**src/rtl/regfile_wb_arbiter.sv**
```systemverilog
// regfile_wb_arbiter: round-robin arbitration of ALU and load write-backs onto one register file write port
module regfile_wb_arbiter #(
    parameter int DW  = 32,
    parameter int AW  = 5,
    parameter int OPW = 6
) (
    input  logic           clk,
    input  logic           rst,
    input  logic           a_valid,
    output logic           a_ready,
    input  logic [AW-1:0]  a_addr,
    input  logic [DW-1:0]  a_data,
    input  logic           l_valid,
    output logic           l_ready,
    input  logic [AW-1:0]  l_addr,
    input  logic [DW-1:0]  l_data,
    input  logic [OPW-1:0] l_opcode,
    input  logic [AW-1:0]  rs,
    input  logic [AW-1:0]  rt,
    output logic           rs_pending,
    output logic           rt_pending,
    output logic           wr_en,
    output logic [AW-1:0]  wr_addr,
    output logic [DW-1:0]  wr_data
);
    localparam logic [OPW-1:0] OP_LBU = OPW'(6'h24);
    localparam logic [OPW-1:0] OP_LHU = OPW'(6'h25);

    logic          a_full_q, a_full_d, l_full_q, l_full_d;
    logic [AW-1:0] a_addr_q, a_addr_d, l_addr_q, l_addr_d;
    logic [DW-1:0] a_data_q, a_data_d, l_data_q, l_data_d;
    logic          ptr_q, ptr_d;
    logic          wr_en_q, wr_en_d;
    logic [AW-1:0] wr_addr_q, wr_addr_d;
    logic [DW-1:0] wr_data_q, wr_data_d;
    logic          a_acc, l_acc, a_gnt, l_gnt;
    logic [DW-1:0] l_ext;

    assign a_ready    = !a_full_q;
    assign l_ready    = !l_full_q;
    assign a_acc      = a_valid && a_ready;
    assign l_acc      = l_valid && l_ready;
    // ptr_q = 0 favours A, 1 favours L; it only matters when both buffers compete
    assign a_gnt      = a_full_q && (!l_full_q || !ptr_q);
    assign l_gnt      = l_full_q && (!a_full_q || ptr_q);
    assign wr_en      = wr_en_q;
    assign wr_addr    = wr_addr_q;
    assign wr_data    = wr_data_q;
    assign rs_pending = (rs != '0) && ((a_full_q && a_addr_q == rs) || (l_full_q && l_addr_q == rs) || (wr_en_q && wr_addr_q == rs));
    assign rt_pending = (rt != '0) && ((a_full_q && a_addr_q == rt) || (l_full_q && l_addr_q == rt) || (wr_en_q && wr_addr_q == rt));

    // Zero-extend byte/halfword loads before they enter the load buffer
    always_comb begin
        l_ext = (l_opcode == OP_LBU) ? {{(DW-8){1'b0}}, l_data[7:0]} :
                (l_opcode == OP_LHU) ? {{(DW-16){1'b0}}, l_data[15:0]} : l_data;
    end

    // Buffer fill/drain, pointer flip on contention, and write-port next state
    always_comb begin
        a_full_d  = a_acc ? 1'b1 : (a_gnt ? 1'b0 : a_full_q);
        l_full_d  = l_acc ? 1'b1 : (l_gnt ? 1'b0 : l_full_q);
        a_addr_d  = a_acc ? a_addr : a_addr_q;
        a_data_d  = a_acc ? a_data : a_data_q;
        l_addr_d  = l_acc ? l_addr : l_addr_q;
        l_data_d  = l_acc ? l_ext : l_data_q;
        ptr_d     = (a_full_q && l_full_q) ? !ptr_q : ptr_q;
        wr_en_d   = a_gnt ? (a_addr_q != '0) : (l_gnt ? (l_addr_q != '0) : 1'b0);
        wr_addr_d = a_gnt ? a_addr_q : (l_gnt ? l_addr_q : wr_addr_q);
        wr_data_d = a_gnt ? a_data_q : (l_gnt ? l_data_q : wr_data_q);
    end

    // State registers; reset discards any buffered requests
    always_ff @(posedge clk) begin
        if (rst) begin
            a_full_q  <= 1'b0;
            l_full_q  <= 1'b0;
            a_addr_q  <= '0;
            a_data_q  <= '0;
            l_addr_q  <= '0;
            l_data_q  <= '0;
            ptr_q     <= 1'b0;
            wr_en_q   <= 1'b0;
            wr_addr_q <= '0;
            wr_data_q <= '0;
        end else begin
            a_full_q  <= a_full_d;
            l_full_q  <= l_full_d;
            a_addr_q  <= a_addr_d;
            a_data_q  <= a_data_d;
            l_addr_q  <= l_addr_d;
            l_data_q  <= l_data_d;
            ptr_q     <= ptr_d;
            wr_en_q   <= wr_en_d;
            wr_addr_q <= wr_addr_d;
            wr_data_q <= wr_data_d;
        end
    end
endmodule

```
**config.mk**
```make
export PLATFORM = sky130hd
export DESIGN_NAME = regfile_wb_arbiter
export DESIGN_NICKNAME = d
export VERILOG_FILES = /design/src/rtl/regfile_wb_arbiter.sv
export SDC_FILE = /design/constraint.sdc
export NUM_CORES = 1
export LEC_CHECK = 0
export ABC_AREA = 1
export CORE_ASPECT_RATIO = 1.25
export CORE_UTILIZATION = 40
export CTS_CLUSTER_SIZE = 20
export DETAILED_ROUTE_END_ITERATION = 16
export PLACE_DENSITY_LB_ADDON = 0.3
export SYNTH_ARGS = -nofsm -noshare
export SYNTH_HDL_FRONTEND = slang
export SYNTH_SLANG_ARGS = --single-unit
```
**constraint.sdc**
```tcl
create_clock -name clk -period 2.2 [get_ports clk]
set_input_delay 0.44 -clock clk [delete_from_list [all_inputs] [get_ports clk]]
set_output_delay 0.44 -clock clk [all_outputs]
set_load 0.02 [all_outputs]
```
# --- After elaboration in Yosys (flattened, before gate mapping) ---
# Index checks and enable logic that the tools add are counted.
word_totals:
  regBits: 115
  inputBits: 94
  elab_cells: 59
classes:
  eq_ne: 8
  n_mux: 12
  n_reduce_logical: 29
op_table:
  columns: ["operator", "n"]
  rows:
  - ["$mux 32", 4]
  - ["$eq 5x5->1", 6]
  - ["$reduce_bool 5->1", 4]
  - ["$logic_and 1x1->1", 13]
  - ["$eq 6x6->1 const B", 2]
  - ["$mux 5", 2]
  - ["$logic_or 1x1->1", 6]
  - ["$mux 1", 6]
  - ["$reduce_bool 2->1", 3]
  - ["$logic_not 1->1", 3]

# --- Depth between registers and ports, before layout ---
logic_depth:
  word_depth: 5
  depth_mapped: 8
  ltp_nobuf: 8

# --- Least setup slack after synthesis ---
# OpenSTA, ideal clock, no wires.
synth_path:
  path_type: "register to output"
  from: "register wr_addr_q[0], in the netlist wr_addr[0]"
  to: "output port rt_pending"
  slack_ns: 0.702
  path_buffers: 0
  path_stages_with_launch: 9
  arrival_ns: 1.058
  required_time_ns: 1.760
  cell_sequence: "dfxtp_1 > inv_1 > nand2_1 > o21ai_0 > nor2_1 > nand3_1 > nand3_1 > nand2_1 > inv_1"
synth_via:
  elab_chain_cells: 4
synth_rtl:
  columns: ["item", "line_no", "text"]
  rows:
  - ["start, declared", "34", "logic [AW-1:0] wr_addr_q, wr_addr_d;"]
  - ["start signal, assigned", "94", "wr_addr_q <= wr_addr_d;"]
  - ["$eq 5x5->1", "50", "assign rt_pending = (rt != '0) && ((a_full_q && a_addr_q == rt) || (l_full_q && l_addr_q == rt) || (wr_en_q && ..."]
  - ["$logic_and 1x1->1", "50", null]
  - ["$logic_or 1x1->1", "50", null]
  - ["$logic_and 1x1->1", "50", null]
  - ["end, declared", "21", "output logic rt_pending,"]
# Every way passes these cells.

# --- Final worst setup path ---
layout_path:
  from: "register l_full_q"
  to: "output port l_ready"
layout_via:
  elab_chain_cells: 1
layout_rtl:
  columns: ["item", "line_no", "text"]
  rows:
  - ["start, declared", "29", "logic a_full_q, a_full_d, l_full_q, l_full_d;"]
  - ["start signal, assigned", "87", "l_full_q <= l_full_d;"]
  - ["$logic_not 1->1", "40", "assign l_ready = !l_full_q;"]
  - ["end, declared", "14", "output logic l_ready,"]
# Every way passes these cells.

==> results by group <==
Status
  • Outcome: completed

Power and ir drop
  • PD cells: 839 nW/um^2
  • Maximum VDD drop: 0.000599 V
  • Switching pwr: 1.67 mW
  • Sequential share of power: 0.384
  • Internal Power: 4.54 mW
  • Total design power: 6.22 mW
  • Comb power frac: 0.187
  • Sw frac: 0.269
  • Pleak: 3.55 nW
  • Clock network power share: 0.429

Timing
  • Fin crit share: 0.951
  • Final hold slack: 0.453 ns
  • RSZ-0062 raised after global routing: no
  • Achievable Freq: 0.478 GHz
  • Setup slack after layout: 0.107 ns
  • Pins Over Slew Limit: 0
  • Setup violations, final: 0
  • Worst-margin pin slew: 0.416 ns
  • Layout Skew: 0.00826 ns
  • Final Hold Vio Count: 0
  • Relative slew slack: 0.723
  • Final min period: 2.09 ns

GRT
  • First-pass GRT wire length: 24900 um
  • Vias in the first global route: 4972
  • Global route overflow: 0
  • Initial antenna violation count: 0
  • Gr usage total: 0.236
  • Largest net degree at the start of global routing: 48

Final layout
  • Area growth syn-to-layout: 41.7%
  • Nets@finish: 1034
  • Fill count: 1241
  • Fraction of layout cells with a size suffix above 1: 0.0809
  • Final Non-Filler Cells: 1120
  • # diodes: 0
  • Most frequent cells in the layout: nand2_1, clkdlybuf4s50_1, dfxtp_1
  • Most common cell after layout, fill and taps aside: nand2_1
  • Fin area: 7410 um^2

Synth
  • Synthesized net count: 894
  • XOR/XNOR share of the synthesized area: 0
  • Sequential fraction of the synthesis area: 0.440
  • Compound-Gate Fraction of Synth Area: 0.190
  • Mapped Cells: 800
  • Distinct cell type count after synthesis: 22
  • Simple-Gate Fraction of Synth Area: 0.250
  • Yosys top cell area share: 0.440
  • Multiplexer area fraction after synthesis: 0
  • FF+latch count, synth: 115
  • Fraction of the mapped netlist area in adder cells: 0
  • Synth area leader: dfxtp_1
  • Synth area leaders: dfxtp_1, nand2_1, nor2_1
  • Cell area after synthesis: 5230 um^2
  • Synth Warn #: 0
  • Avg Cell Area, Syn: 6.53 um^2
  • Largest family of logic cells by synthesized area: simple AND/OR/NAND/NOR gates

Min path
  • Tightest Hold Check Type: reg -> reg
  • WHS Path Cells: 2

Worst setup path
  • CP max FO: 4
  • Slowest cell on crit path: clkdlybuf4s50_1
  • Critical path data required time: 1.76 ns
  • Worst endpoint data arrival time: 1.65 ns
  • Slowest stage delay, CP: 0.64 ns
  • CP cell instances: buf_4 -> inv_2 -> clkdlybuf4s50_1
  • Depth of the most critical reg-to-reg path: 9
  • Worst setup path category: reg -> out
  • Critical Path End Type: output pin
  • CP Launch Type: register

Placement
  • Post-DP Area: 6840 um^2
  • GPL Wtd Cong: 0.940
  • Port Buffer Count: 135
  • Cells after DPL: 1089
  • HPWL Detailed: 10800 um
  • Worst slack, placed: -0.476 ns

Clock network
  • Root buffer cell: clkbuf_16
  • Setup Buffers After CTS: 0
  • Later-pin clock latency in the skew report: 0.41 ns
  • Total CTS buffers: 17
  • Clk sinks: 115
  • Hold_buf cts: 0
  • Clock Path Buffers: 2
  • CTS tree: yes
  • Clock transition at path regs: 0.05 ns
  • H-tree levels: 4

Routing
  • Via/cell ratio: 4.77
  • DRC errors left: 0
  • WL final: 15500 um
  • DRT Pass-1 Iters: 4
  • Routed WL per cell: 13.8 um
  • Drt first-iter violations: 177
  • Antenna-violating nets left: 0
  • Via count: 5339

Run
  • Max-cap violations: 0

Floorplan
  • Core ar.: 12700 um^2
  • Num rows: 46
  • Initial core utilization: 0.411
  • Die H: 130 um
  • I/O Pins: 136
  • Die ar.: 13500 um^2
  • Die Width: 104 um
==> power by group through the flow <==
stage	clock network (mW)	logic, mW	registers (mW)
floorplan	0	0.552	2.49
global placement	0	1.15	2.42
detailed placement	0	1.16	2.43
CTS	2.71	1.16	2.39
global route	2.82	1.29	2.41
finish	2.67	1.16	2.39
==> kinds of logic after synthesis <==
kind of cell | after synthesis
flops | 115
buf+inv | 153
compound gates | 197
simple gates | 335
==> synth_stat cells <==
master    count
nand2_1     193
dfxtp_1     115
nor2_1      106
inv_1       101
a21oi_1      75
o21ai_0      61
o21ai_1      59
nand3_1      29
clkbuf_1     20
buf_2        18
buf_4         5
inv_2         5
nor3_1        3
clkbuf_2      2
a211oi_1      1
buf_1         1
buf_6         1
nand2_2       1
nand3b_1      1
nand4_1       1
nor2_2        1
o31ai_1       1
==> routing by layer <==
| metal | GRT usage | vias up | routed length [um] |
|---|---|---|---|
| li1 | - | 2791 | - |
| met2 | 0.433 | 155 | 7860 |
| met4 | 0.106 | 0 | 435 |
| met5 | 0 | - | 0 |
| met3 | 0.0380 | 32 | 662 |
| met1 | 0.272 | 2361 | 6510 |
==> cell type report <==
type,count,area [um^2],area share
multi-input combinational,532,2310,0.312
inverter,106,398,0.0537
clock buffer,22,474,0.0640
clock inverter,9,105,0.0142
timing repair buffer,168,1610,0.217
tap,168,210,0.0284
sequential,115,2300,0.311
==> final timing paths <==
path	endpoint	start	slack, ns
worst min register to register	a_data_q[31]	a_data_q[31]	0.45
worst min-delay path	a_data_q[31]	a_data_q[31]	0.45
worst max-delay path	l_ready	l_full_q	0.11
worst max register to register	wr_data[13]	l_full_q	0.55
==> worst max-delay path, delay by kind of cell (launching register included) <==
kind,cells,cell delay [ns]
flip-flops,1,0.35
buffers and inverters,3,0.91
==> through the flow <==
stage / setup TNS, ns / utilization
final: 0 / 0.583
after global routing: 0 / 0.583
after CTS: 0 / 0.582
after detailed placement: -0.886 / 0.537
after global placement: -0.899 / 0.537
after floorplan: 0 / -
==> flip-flops by register name, indices dropped and copies added, names as in the netlist <==
signal	cells
ptr_q	1
a_data_q	32
a_full_q	1
a_addr_q	5
wr_addr	5
l_addr_q	5
l_data_q	32
wr_en	1
wr_data	32
l_full_q	1
==> timing repair <==
item	CTS	global route
pin swaps	0	2
setup endpoints to repair	2	2
gates resized for setup	17	4
No activity file was read; power rests on OpenSTA's default activity.
